### src/rtl/rx_char_fifo_if.sv
// ---------------------------------------------------------------------------
// rx_char_fifo_if
//   Groups the character-FIFO signals between the serial receiver and the
//   microprocessor side into one bundle.
//
//   Signals
//     data_in             8   character from the serial receiver
//     character_received  1   receiver strobe, asynchronous to clk
//     rd_en               1   single-cycle pop request
//     clr_ovf             1   single-cycle overflow clear
//     data_out            8   head entry (first-word fall-through)
//     empty               1   no entries stored
//     full                1   DEPTH entries stored
//     count               log2(DEPTH)+1  stored entry count
//     overflow            1   sticky: a character was dropped
//
//   Modports
//     master  : the side that drives the inputs (receiver + CPU, or a bench)
//     slave   : the FIFO itself
// ---------------------------------------------------------------------------
interface rx_char_fifo_if #(
  parameter int DEPTH = 8
);
  localparam int CW = $clog2(DEPTH) + 1;

  logic [7:0]    data_in;
  logic          character_received;
  logic          rd_en;
  logic          clr_ovf;
  logic [7:0]    data_out;
  logic          empty;
  logic          full;
  logic [CW-1:0] count;
  logic          overflow;

  modport master (
    output data_in,
    output character_received,
    output rd_en,
    output clr_ovf,
    input  data_out,
    input  empty,
    input  full,
    input  count,
    input  overflow
  );

  modport slave (
    input  data_in,
    input  character_received,
    input  rd_en,
    input  clr_ovf,
    output data_out,
    output empty,
    output full,
    output count,
    output overflow
  );
endinterface

### src/rtl/rx_char_fifo.sv
// ---------------------------------------------------------------------------
// rx_char_fifo
//   Receive-character FIFO sitting between a serial receiver running on a
//   divided clock and a microprocessor on clk. The receiver strobe is
//   synchronized into clk, edge-detected so that one rising edge yields
//   exactly one write, and the character is stored in a DEPTH-entry
//   first-word fall-through buffer. Writes into a full FIFO (without a
//   simultaneous pop) are dropped and raise a sticky overflow flag.
//
//   Parameters
//     DEPTH        number of entries, power of two, >= 2
//     SYNC_STAGES  synchronizer flops on character_received, >= 2
//
//   Ports
//     clk   system clock
//     rst   asynchronous, active-high reset
//     bus   rx_char_fifo_if.slave (see interface header for signal list)
//
//   Write latency: an entry is visible on data_out SYNC_STAGES+1 clk edges
//   after character_received rises.
// ---------------------------------------------------------------------------
module rx_char_fifo #(
  parameter int DEPTH       = 8,
  parameter int SYNC_STAGES = 2
) (
  input  logic          clk,
  input  logic          rst,
  rx_char_fifo_if.slave bus
);

  localparam int AW = $clog2(DEPTH);
  localparam int CW = AW + 1;

  // -------------------------------------------------------------------------
  // Strobe synchronizer and rising-edge detector
  // -------------------------------------------------------------------------
  logic [SYNC_STAGES-1:0] sync_q;
  logic                   edge_q;
  logic                   strobe_sync;
  logic                   wr_event;

  // NOTE: sequential state uses non-blocking assignments so every flop
  // samples the pre-edge value of its neighbour; a blocking assignment here
  // would collapse the synchronizer chain into a single stage.
  always_ff @(posedge clk or posedge rst) begin
    if (rst) begin
      sync_q <= '0;
      edge_q <= 1'b0;
    end else begin
      sync_q <= {sync_q[SYNC_STAGES-2:0], bus.character_received};
      edge_q <= sync_q[SYNC_STAGES-1];
    end
  end

  assign strobe_sync = sync_q[SYNC_STAGES-1];
  // One write per rising edge, however long the strobe is held high.
  assign wr_event    = strobe_sync & ~edge_q;

  // -------------------------------------------------------------------------
  // Pointer / count state
  // -------------------------------------------------------------------------
  logic [AW-1:0] wr_ptr_q, wr_ptr_d;
  logic [AW-1:0] rd_ptr_q, rd_ptr_d;
  logic [CW-1:0] count_q,  count_d;
  logic          overflow_q, overflow_d;

  logic          empty_w;
  logic          full_w;
  logic          do_pop;
  logic          do_write;
  logic          drop;

  // Flags decode only registered state, never this cycle's inputs.
  assign empty_w = (count_q == '0);
  assign full_w  = (count_q == CW'(DEPTH));

  // A pop on an empty FIFO is ignored. A write into a full FIFO only
  // proceeds when a pop frees the head slot at the same edge.
  assign do_pop   = bus.rd_en & ~empty_w;
  assign do_write = wr_event & (~full_w | do_pop);
  assign drop     = wr_event & full_w & ~do_pop;

  // NOTE: every variable assigned in always_comb gets a default first, so no
  // path leaves it unassigned and no latch is inferred.
  always_comb begin
    wr_ptr_d   = wr_ptr_q;
    rd_ptr_d   = rd_ptr_q;
    count_d    = count_q;
    overflow_d = overflow_q;

    // DEPTH is a power of two, so plain AW-bit increments wrap modulo DEPTH.
    if (do_write) wr_ptr_d = wr_ptr_q + AW'(1);
    if (do_pop)   rd_ptr_d = rd_ptr_q + AW'(1);

    unique case ({do_write, do_pop})
      2'b10:   count_d = count_q + CW'(1);
      2'b01:   count_d = count_q - CW'(1);
      default: count_d = count_q;
    endcase

    // Set wins over clear when a drop and clr_ovf coincide.
    if (drop)             overflow_d = 1'b1;
    else if (bus.clr_ovf) overflow_d = 1'b0;
  end

  always_ff @(posedge clk or posedge rst) begin
    if (rst) begin
      wr_ptr_q   <= '0;
      rd_ptr_q   <= '0;
      count_q    <= '0;
      overflow_q <= 1'b0;
    end else begin
      wr_ptr_q   <= wr_ptr_d;
      rd_ptr_q   <= rd_ptr_d;
      count_q    <= count_d;
      overflow_q <= overflow_d;
    end
  end

  // -------------------------------------------------------------------------
  // Entry storage
  // -------------------------------------------------------------------------
  logic [7:0] mem_q [DEPTH];

  // NOTE: storage is deliberately left out of reset; the count and pointers
  // already mark every entry invalid, and an unreset array maps onto plain
  // RAM/flops without a reset fan-out to every bit.
  always_ff @(posedge clk) begin
    if (do_write) mem_q[wr_ptr_q] <= bus.data_in;
  end

  // -------------------------------------------------------------------------
  // Outputs
  // -------------------------------------------------------------------------
  // First-word fall-through: the head is read combinationally from storage;
  // while empty the output is forced to zero so stale data never shows.
  assign bus.data_out = empty_w ? 8'h00 : mem_q[rd_ptr_q];
  assign bus.empty    = empty_w;
  assign bus.full     = full_w;
  assign bus.count    = count_q;
  assign bus.overflow = overflow_q;

endmodule

### src/flat_wrapper.sv
// flat-port wrapper written by rule: the top's interface ports become plain ports
module rx_char_fifo_flat 
#(
  parameter int DEPTH       = 8,
  parameter int SYNC_STAGES = 2
)
  (clk, rst, bus_data_in, bus_character_received, bus_rd_en, bus_clr_ovf, bus_data_out, bus_empty, bus_full, bus_count, bus_overflow);
  rx_char_fifo_if #(.DEPTH(DEPTH)) bus_i ();
  input  logic clk;
  input  logic rst;
  input wire logic [$bits(bus_i.data_in)-1:0] bus_data_in;
  input wire logic [$bits(bus_i.character_received)-1:0] bus_character_received;
  input wire logic [$bits(bus_i.rd_en)-1:0] bus_rd_en;
  input wire logic [$bits(bus_i.clr_ovf)-1:0] bus_clr_ovf;
  output wire logic [$bits(bus_i.data_out)-1:0] bus_data_out;
  output wire logic [$bits(bus_i.empty)-1:0] bus_empty;
  output wire logic [$bits(bus_i.full)-1:0] bus_full;
  output wire logic [$bits(bus_i.count)-1:0] bus_count;
  output wire logic [$bits(bus_i.overflow)-1:0] bus_overflow;
  assign bus_i.data_in = bus_data_in;
  assign bus_i.character_received = bus_character_received;
  assign bus_i.rd_en = bus_rd_en;
  assign bus_i.clr_ovf = bus_clr_ovf;
  assign bus_data_out = bus_i.data_out;
  assign bus_empty = bus_i.empty;
  assign bus_full = bus_i.full;
  assign bus_count = bus_i.count;
  assign bus_overflow = bus_i.overflow;
  rx_char_fifo #(.DEPTH(DEPTH), .SYNC_STAGES(SYNC_STAGES)) u_core (.clk(clk), .rst(rst), .bus(bus_i));
endmodule
### config.mk
export PLATFORM = sky130hd
export DESIGN_NAME = rx_char_fifo_flat
export DESIGN_NICKNAME = d
export VERILOG_FILES = /design/src/rtl/rx_char_fifo_if.sv /design/src/rtl/rx_char_fifo.sv /design/src/flat_wrapper.sv
export SDC_FILE = /design/constraint.sdc
export NUM_CORES = 1
export LEC_CHECK = 0
export CORE_ASPECT_RATIO = 1.5
export CORE_MARGIN = 1
export CORE_UTILIZATION = 51
export CTS_CLUSTER_SIZE = 8
export DETAILED_ROUTE_END_ITERATION = 10
export PLACE_DENSITY = 0.84
export SLEW_MARGIN = 30
export SYNTH_ARGS = -nofsm -noshare
export SYNTH_HDL_FRONTEND = slang
export SYNTH_SLANG_ARGS = --single-unit
### constraint.sdc
create_clock -name clk -period 1.9 [get_ports clk]
set_input_delay 0.38 -clock clk [delete_from_list [all_inputs] [get_ports clk]]
set_output_delay 0.38 -clock clk [all_outputs]
set_load 0.03 [all_outputs]
* Yosys cells after proc, flatten, opt, wreduce, memory -nomap -nowiden
Memory sizes are Yosys's and may differ from the RTL's.
Cells that the tools add are included.
** Cells by class
- Muxes and demuxes :: 6
- Reduce and logical (&&, ||, !) cells :: 3
- Equality and inequality tests :: 3
- Add/subtract/negate cells :: 4
- Bitwise operators :: 10
** Operator list (number)
- 2-to-1 mux 8 bit :: 1
- case mux 4 bit (2 select lines) :: 1
- adder 3 x 1 -> 3 bit (second input constant) :: 2
- bitwise AND 1 bit :: 5
- adder 4 x 1 -> 4 bit (second input constant) :: 1
- equality test 4 bit (second input constant) :: 1
- zero test 4 bit :: 1
- 2-to-1 mux 1 bit :: 4
- inverter 1 bit :: 4
- nonzero test 2 bit :: 2
- subtractor 4 x 1 -> 4 bit (second input constant) :: 1
- equality test 2 x 1 -> 1 bit (second input constant) :: 1
- equality test 2 bit (second input constant) :: 1
- OR 1 bit :: 1
** Word-level totals
- Bits in writable memories :: 64
- Flip-flop bits (word level) :: 14
- Memories :: 1
- Logic and storage cells :: 33
- Input bits :: 13
** Memory list
- u_core.mem_q :: depth 8, width 8, rd ports 1, clocked after memory_dff 0, wr ports 1, line rx_char_fifo.sv:123 : logic [7:0] mem_q [DEPTH];

* Longest topological paths before layout
- Depth in word-level cells :: 7
- Gate-level depth with buffers :: 8
- Gate-level depth less buffers :: 7

* Least setup slack after synthesis
No wires, ideal clock.
- Path kind :: register -> register
- Start point :: register u_core.count_q[1] (netlist: u_core.bus.count[1])
- End point :: register u_core.count_q[2] (netlist: u_core.bus.count[2])
- Data arrival time :: 2.110 ns
- Stages on the path, launching flop included :: 9
- Path slack :: -0.349 ns
- Buffers on the path :: 1
- Clock period less this slack :: 2.249 ns
- Cells stage by stage :: dfrtp_1 -> buf_6 -> o41ai_2 -> nor2_1 -> xor2_1 -> ha_1 -> nor4_1 -> nor3_2 -> xnor2_1
** Between the ends
- Word-level cells in the longest chain between the ends :: 7
- Elaborated cells between the ends (all ways) :: 13
- Those cells by class :: 2 x add/sub; 3 x eq/ne; 1 x mux; 5 x bitwise; 2 x reduce/logical
** RTL lines
- from (decl) :: line rx_char_fifo.sv:64 : logic [CW-1:0] count_q, count_d;
- from (signal assigned) :: line rx_char_fifo.sv:115 : count_q <= count_d;
- zero test 4 bit :: line rx_char_fifo.sv:74 : assign empty_w = (count_q == '0);
- inverter 1 bit :: line rx_char_fifo.sv:79 : assign do_pop = bus.rd_en & ~empty_w;
- bitwise AND 1 bit :: line rx_char_fifo.sv:79
- OR 1 bit :: line rx_char_fifo.sv:80 : assign do_write = wr_event & (~full_w | do_pop);
- bitwise AND 1 bit :: line rx_char_fifo.sv:80
- equality test 2 x 1 -> 1 bit or equality test 2 bit (tied branches) :: line rx_char_fifo.sv:95 : unique case ({do_write, do_pop})
- case mux 4 bit (2 select lines) or nonzero test 2 bit (tied branches)
Parallel ways exist; a longest one is shown, timed or not.
A chain may end at the register's enable or synchronous reset.

* Worst setup path after layout
- Start point :: register u_core.rd_ptr_q[1]
- End point :: output port bus_data_out[4]
** Between the ends
- Word-level cells in the longest chain between the ends :: 2
** RTL lines
- from (decl) :: line rx_char_fifo.sv:63 : logic [AW-1:0] rd_ptr_q, rd_ptr_d;
- from (signal assigned) :: line rx_char_fifo.sv:114 : rd_ptr_q <= rd_ptr_d;
- memory read (8 x 8 bit)
- 2-to-1 mux 8 bit :: line rx_char_fifo.sv:137 : assign bus.data_out = empty_w ? 8'h00 : mem_q[rd_ptr_q];
- to (decl) :: line flat_wrapper.sv:15 : output wire logic [$bits(bus_i.data_out)-1:0] bus_data_out;
Every way passes these cells.

==> results.sh <==
export IMPL_pwr_share_seq=0.365
export IMPL_cts_tree="built"
export IMPL_tns_ns=-8.60
export IMPL_power_density_nw_per_um2=1400
export IMPL_synthCells=184
export IMPL_maxSlewHeadroom=0.628
export IMPL_grtUsageTotal=0.207
export IMPL_synthesis_nets=200
export IMPL_grt_pass1_vias=1874
export IMPL_hold_path_class="reg -> reg"
export IMPL_grt_overflow=0
export IMPL_numClockSinks=78
export IMPL_fin_crit_ns=2.19
export IMPL_status="complete, but fails checks"
export IMPL_nFillCells=384
export IMPL_die_x_um=66.8
export IMPL_setup_ws_ns=-0.289
export IMPL_routed_via_count=1818
export IMPL_clkTransAtPathRegs_ns=0.08
export IMPL_diodes=0
export IMPL_critPathMaxFanout=9
export IMPL_route_antenna_remaining_nets=0
export IMPL_p_leak_nw=1.55
export IMPL_hpwl_mm=3.98
export IMPL_p_int_mw=4.00
export IMPL_grt_pass1_wl_mm=9.43
export IMPL_hold_violations=0
export IMPL_rows=35
export IMPL_port_buffers=27
export IMPL_root_buffer="clkbuf_8"
export IMPL_antenna_found_initial=0
export IMPL_synth_ff_type="edfxtp_1"
export IMPL_synth_largest_area_cell="edfxtp_1"
export IMPL_dr_pass1_iters=4
export IMPL_post_place_ws_ns=-0.388
export IMPL_cp_data_arrival_time_ns=1.81
export IMPL_switching_share=0.339
export IMPL_io_pins=28
export IMPL_cts_buffer_depth=2
export IMPL_dieArea_sq_um=6630
export IMPL_start_util=0.524
export IMPL_start_kind="flip-flop"
export IMPL_remaining_drc_errors=0
export IMPL_avgViaCountPerCell=5.51
export IMPL_routed_wl_mm=6.30
export IMPL_yosys_top_cells_count="edfxtp_1 (64), nor2_1 (19), mux4_2 (16)"
export IMPL_drt_initial_drc_count=95
export IMPL_slew_violations=0
export IMPL_syn_area_per_cell_sq_um=17.5
export IMPL_yosysTopAreaCellShare=0.598
export IMPL_max_stage_delay_ns=0.51
export IMPL_final_core_util=0.705
export IMPL_maxCapViolCount=0
export IMPL_grt_max_degree=18
export IMPL_yosysMostFrequentCell="edfxtp_1"
export IMPL_finalNonFillerCells=330
export IMPL_skew_ns=0.00913
export IMPL_gp_congestion=0.813
export IMPL_power_total_mw=6.06
export IMPL_p_switching_mw=2.06
export IMPL_rsz0062_at_grt="true"
export IMPL_synthesis_area_sq_um=3220
export IMPL_path_buf_inv=2
export IMPL_design_final_nets=267
export IMPL_clk_latency_ns=0.34
export IMPL_fin_crit_sh=1.15
export IMPL_critPathSlowestCell="mux4_2"
export IMPL_power_share_clock=0.193
export IMPL_ir_worst_vdd_mv=1.11
export IMPL_critical_path_required_ns=1.52
export IMPL_synth_seq_area_share=0.707
export IMPL_synth_edf_count=64
export IMPL_htree_levels=3
export IMPL_synth_seq_cells=78
export IMPL_max_freq_mhz=457
export IMPL_setup_worst_path_end_class="output port"
export IMPL_coreArea_sq_um=6130
export IMPL_area_delta_synth_final_pct=34.4
export IMPL_power_frac_comb=0.442
export IMPL_layout_drive_gt1_share=0.453
export IMPL_cts_buffers=9
export IMPL_yosysWarningCount=0
export IMPL_die_y_um=99.3
export IMPL_crit_chain="buf_12 > mux4_2 > mux2i_1 > nor2_2 > buf_6"
export IMPL_path_class="reg -> out"
export IMPL_synthArstFlopShare=0.179
export IMPL_dpl_cell_count=308
export IMPL_avgRoutedWirePerCell_um=19.1
export IMPL_tightestPinTransition_ns=0.557
export IMPL_finalSetupViolCount=75
export IMPL_synth_area_top_cells="edfxtp_1 (60%), mux4_2 (11%), dfrtp_1 (11%), mux2i_1 (2.8%), nor2_1 (2.2%)"
export IMPL_violations="setup timing"
export IMPL_synth_distinct_cells=37
export IMPL_critPathTopFamily="multiplexers"
==> worst paths after layout <==
| path | startpoint | end | slack, ns | depth (start not counted) |
|---|---|---|---|---|
| max in group asynchronous | rst | u_core.bus.count[1]$_DFFE_PP0P_ | 1.11 | 2 |
| setup reg to reg | u_core.bus.count[2]$_DFFE_PP0P_ | u_core.mem_q[2][1]$_DFFE_PP_ | -0.16 | 7 |
| setup / recovery | u_core.rd_ptr_q[1]$_DFFE_PP0P_ | bus_data_out[4] | -0.29 | 5 |
| hold reg to reg | u_core.sync_q[0]$_DFF_PP0_ | u_core.sync_q[1]$_DFF_PP0_ | 0.36 | 0 |
| hold / removal | u_core.sync_q[0]$_DFF_PP0_ | u_core.sync_q[1]$_DFF_PP0_ | 0.36 | 0 |
| min in group asynchronous | rst | u_core.bus.overflow$_DFFE_PP0P_ | 0.38 | 2 |
==> what timing repair did <==
action / CTS / global route
pin swaps: 9 / 14
cloned: 1 / 0
resized for setup: 78 / 30
buffers inserted: 6 / 4
endpoints found under the setup margin: 78 / 79
hold buffers: 0 / 0
==> cells in the final DEF (no fill, tap or decap), drive strengths merged <==
cell / count
inv: 4
nor2b: 1
and4: 1
o21a: 1
dfrtp: 14
o32ai: 1
nand2b: 3
nor4b: 1
nand2: 10
bufinv: 1
mux4: 16
clkinvlp: 1
buf: 49
nor4: 2
nor3: 6
or2b: 1
edfxtp: 64
or4b: 1
mux2i: 9
a22o: 1
clkdlybuf4s50: 13
nand3: 1
dlygate4sd2: 4
xor2: 2
clkinv: 4
xnor2: 6
mux2: 1
nor2: 19
o21ai: 1
a211oi: 1
a21o: 1
a21oi: 2
o41ai: 1
clkbuf: 10
ha: 3
==> logic make-up (layout without fill, tap and decap cells) <==
group / after synthesis / in the layout / share of synthesized area
muxes: 26 / 26 / 0.144
xor gates and xnor gates: 8 / 8 / 0.0218
adders and majority gates: 3 / 3 / 0.0117
and+or+nand+nor: 46 / 46 / 0.0720
DFF: 78 / 78 / 0.707
buffers and inverters: 14 / 86 / 0.0222
AOI/OAI and AO/OA: 9 / 9 / 0.0222
==> power groups by stage <==
| stage | logic [mW] | registers (mW) | clock network, mW |
|---|---|---|---|
| 6_report | 2.68 | 2.21 | 1.17 |
| 5_1_grt | 2.85 | 2.23 | 1.27 |
| 4_1_cts | 2.66 | 2.20 | 1.19 |
| 3_5_place_dp | 2.45 | 2.23 | 0 |
| 3_3_place_gp | 2.40 | 2.22 | 0 |
| 2_1_floorplan | 1.52 | 2.23 | 0 |
==> metal layers <==
| layer | wire [um] | up-vias | GRT usage |
|---|---|---|---|
| li1 | - | 840 | - |
| met1 | 2580 | 939 | 0.250 |
| met2 | 3440 | 32 | 0.352 |
| met3 | 173 | 7 | 0.0482 |
| met4 | 103 | 0 | 0.0818 |
| met5 | 0 | - | 0 |
==> cell type report <==
type | count | area, sq um | area share
Tap cell | 74 | 92.6 | 0.0214
Inverter | 4 | 20.0 | 0.00463
Sequential cell | 78 | 2280 | 0.527
Clock inverter | 6 | 61.3 | 0.0142
Clock buffer | 10 | 128 | 0.0295
Multi-Input combinational cell | 92 | 1050 | 0.243
Timing Repair Buffer | 66 | 692 | 0.160
==> through the flow <==
step / hold slack [ns] / area (sq um)
2_1_floorplan: 0.269 / 3300
4_1_cts: 0.364 / 4220
3_3_place_gp: 0.339 / 3910
3_5_place_dp: 0.346 / 3910
6_report: 0.360 / 4320
5_1_grt: 0.366 / 4320
==> registers in the layout (all words and copies together) (netlist names) <==
signal and count:
u_core.bus.count 4, u_core.bus.overflow 1, u_core.edge_q 1, u_core.mem_q 64, u_core.rd_ptr_q 3, u_core.sync_q 2, u_core.wr_ptr_q 3
No activity file was read; power rests on OpenSTA's default activity.
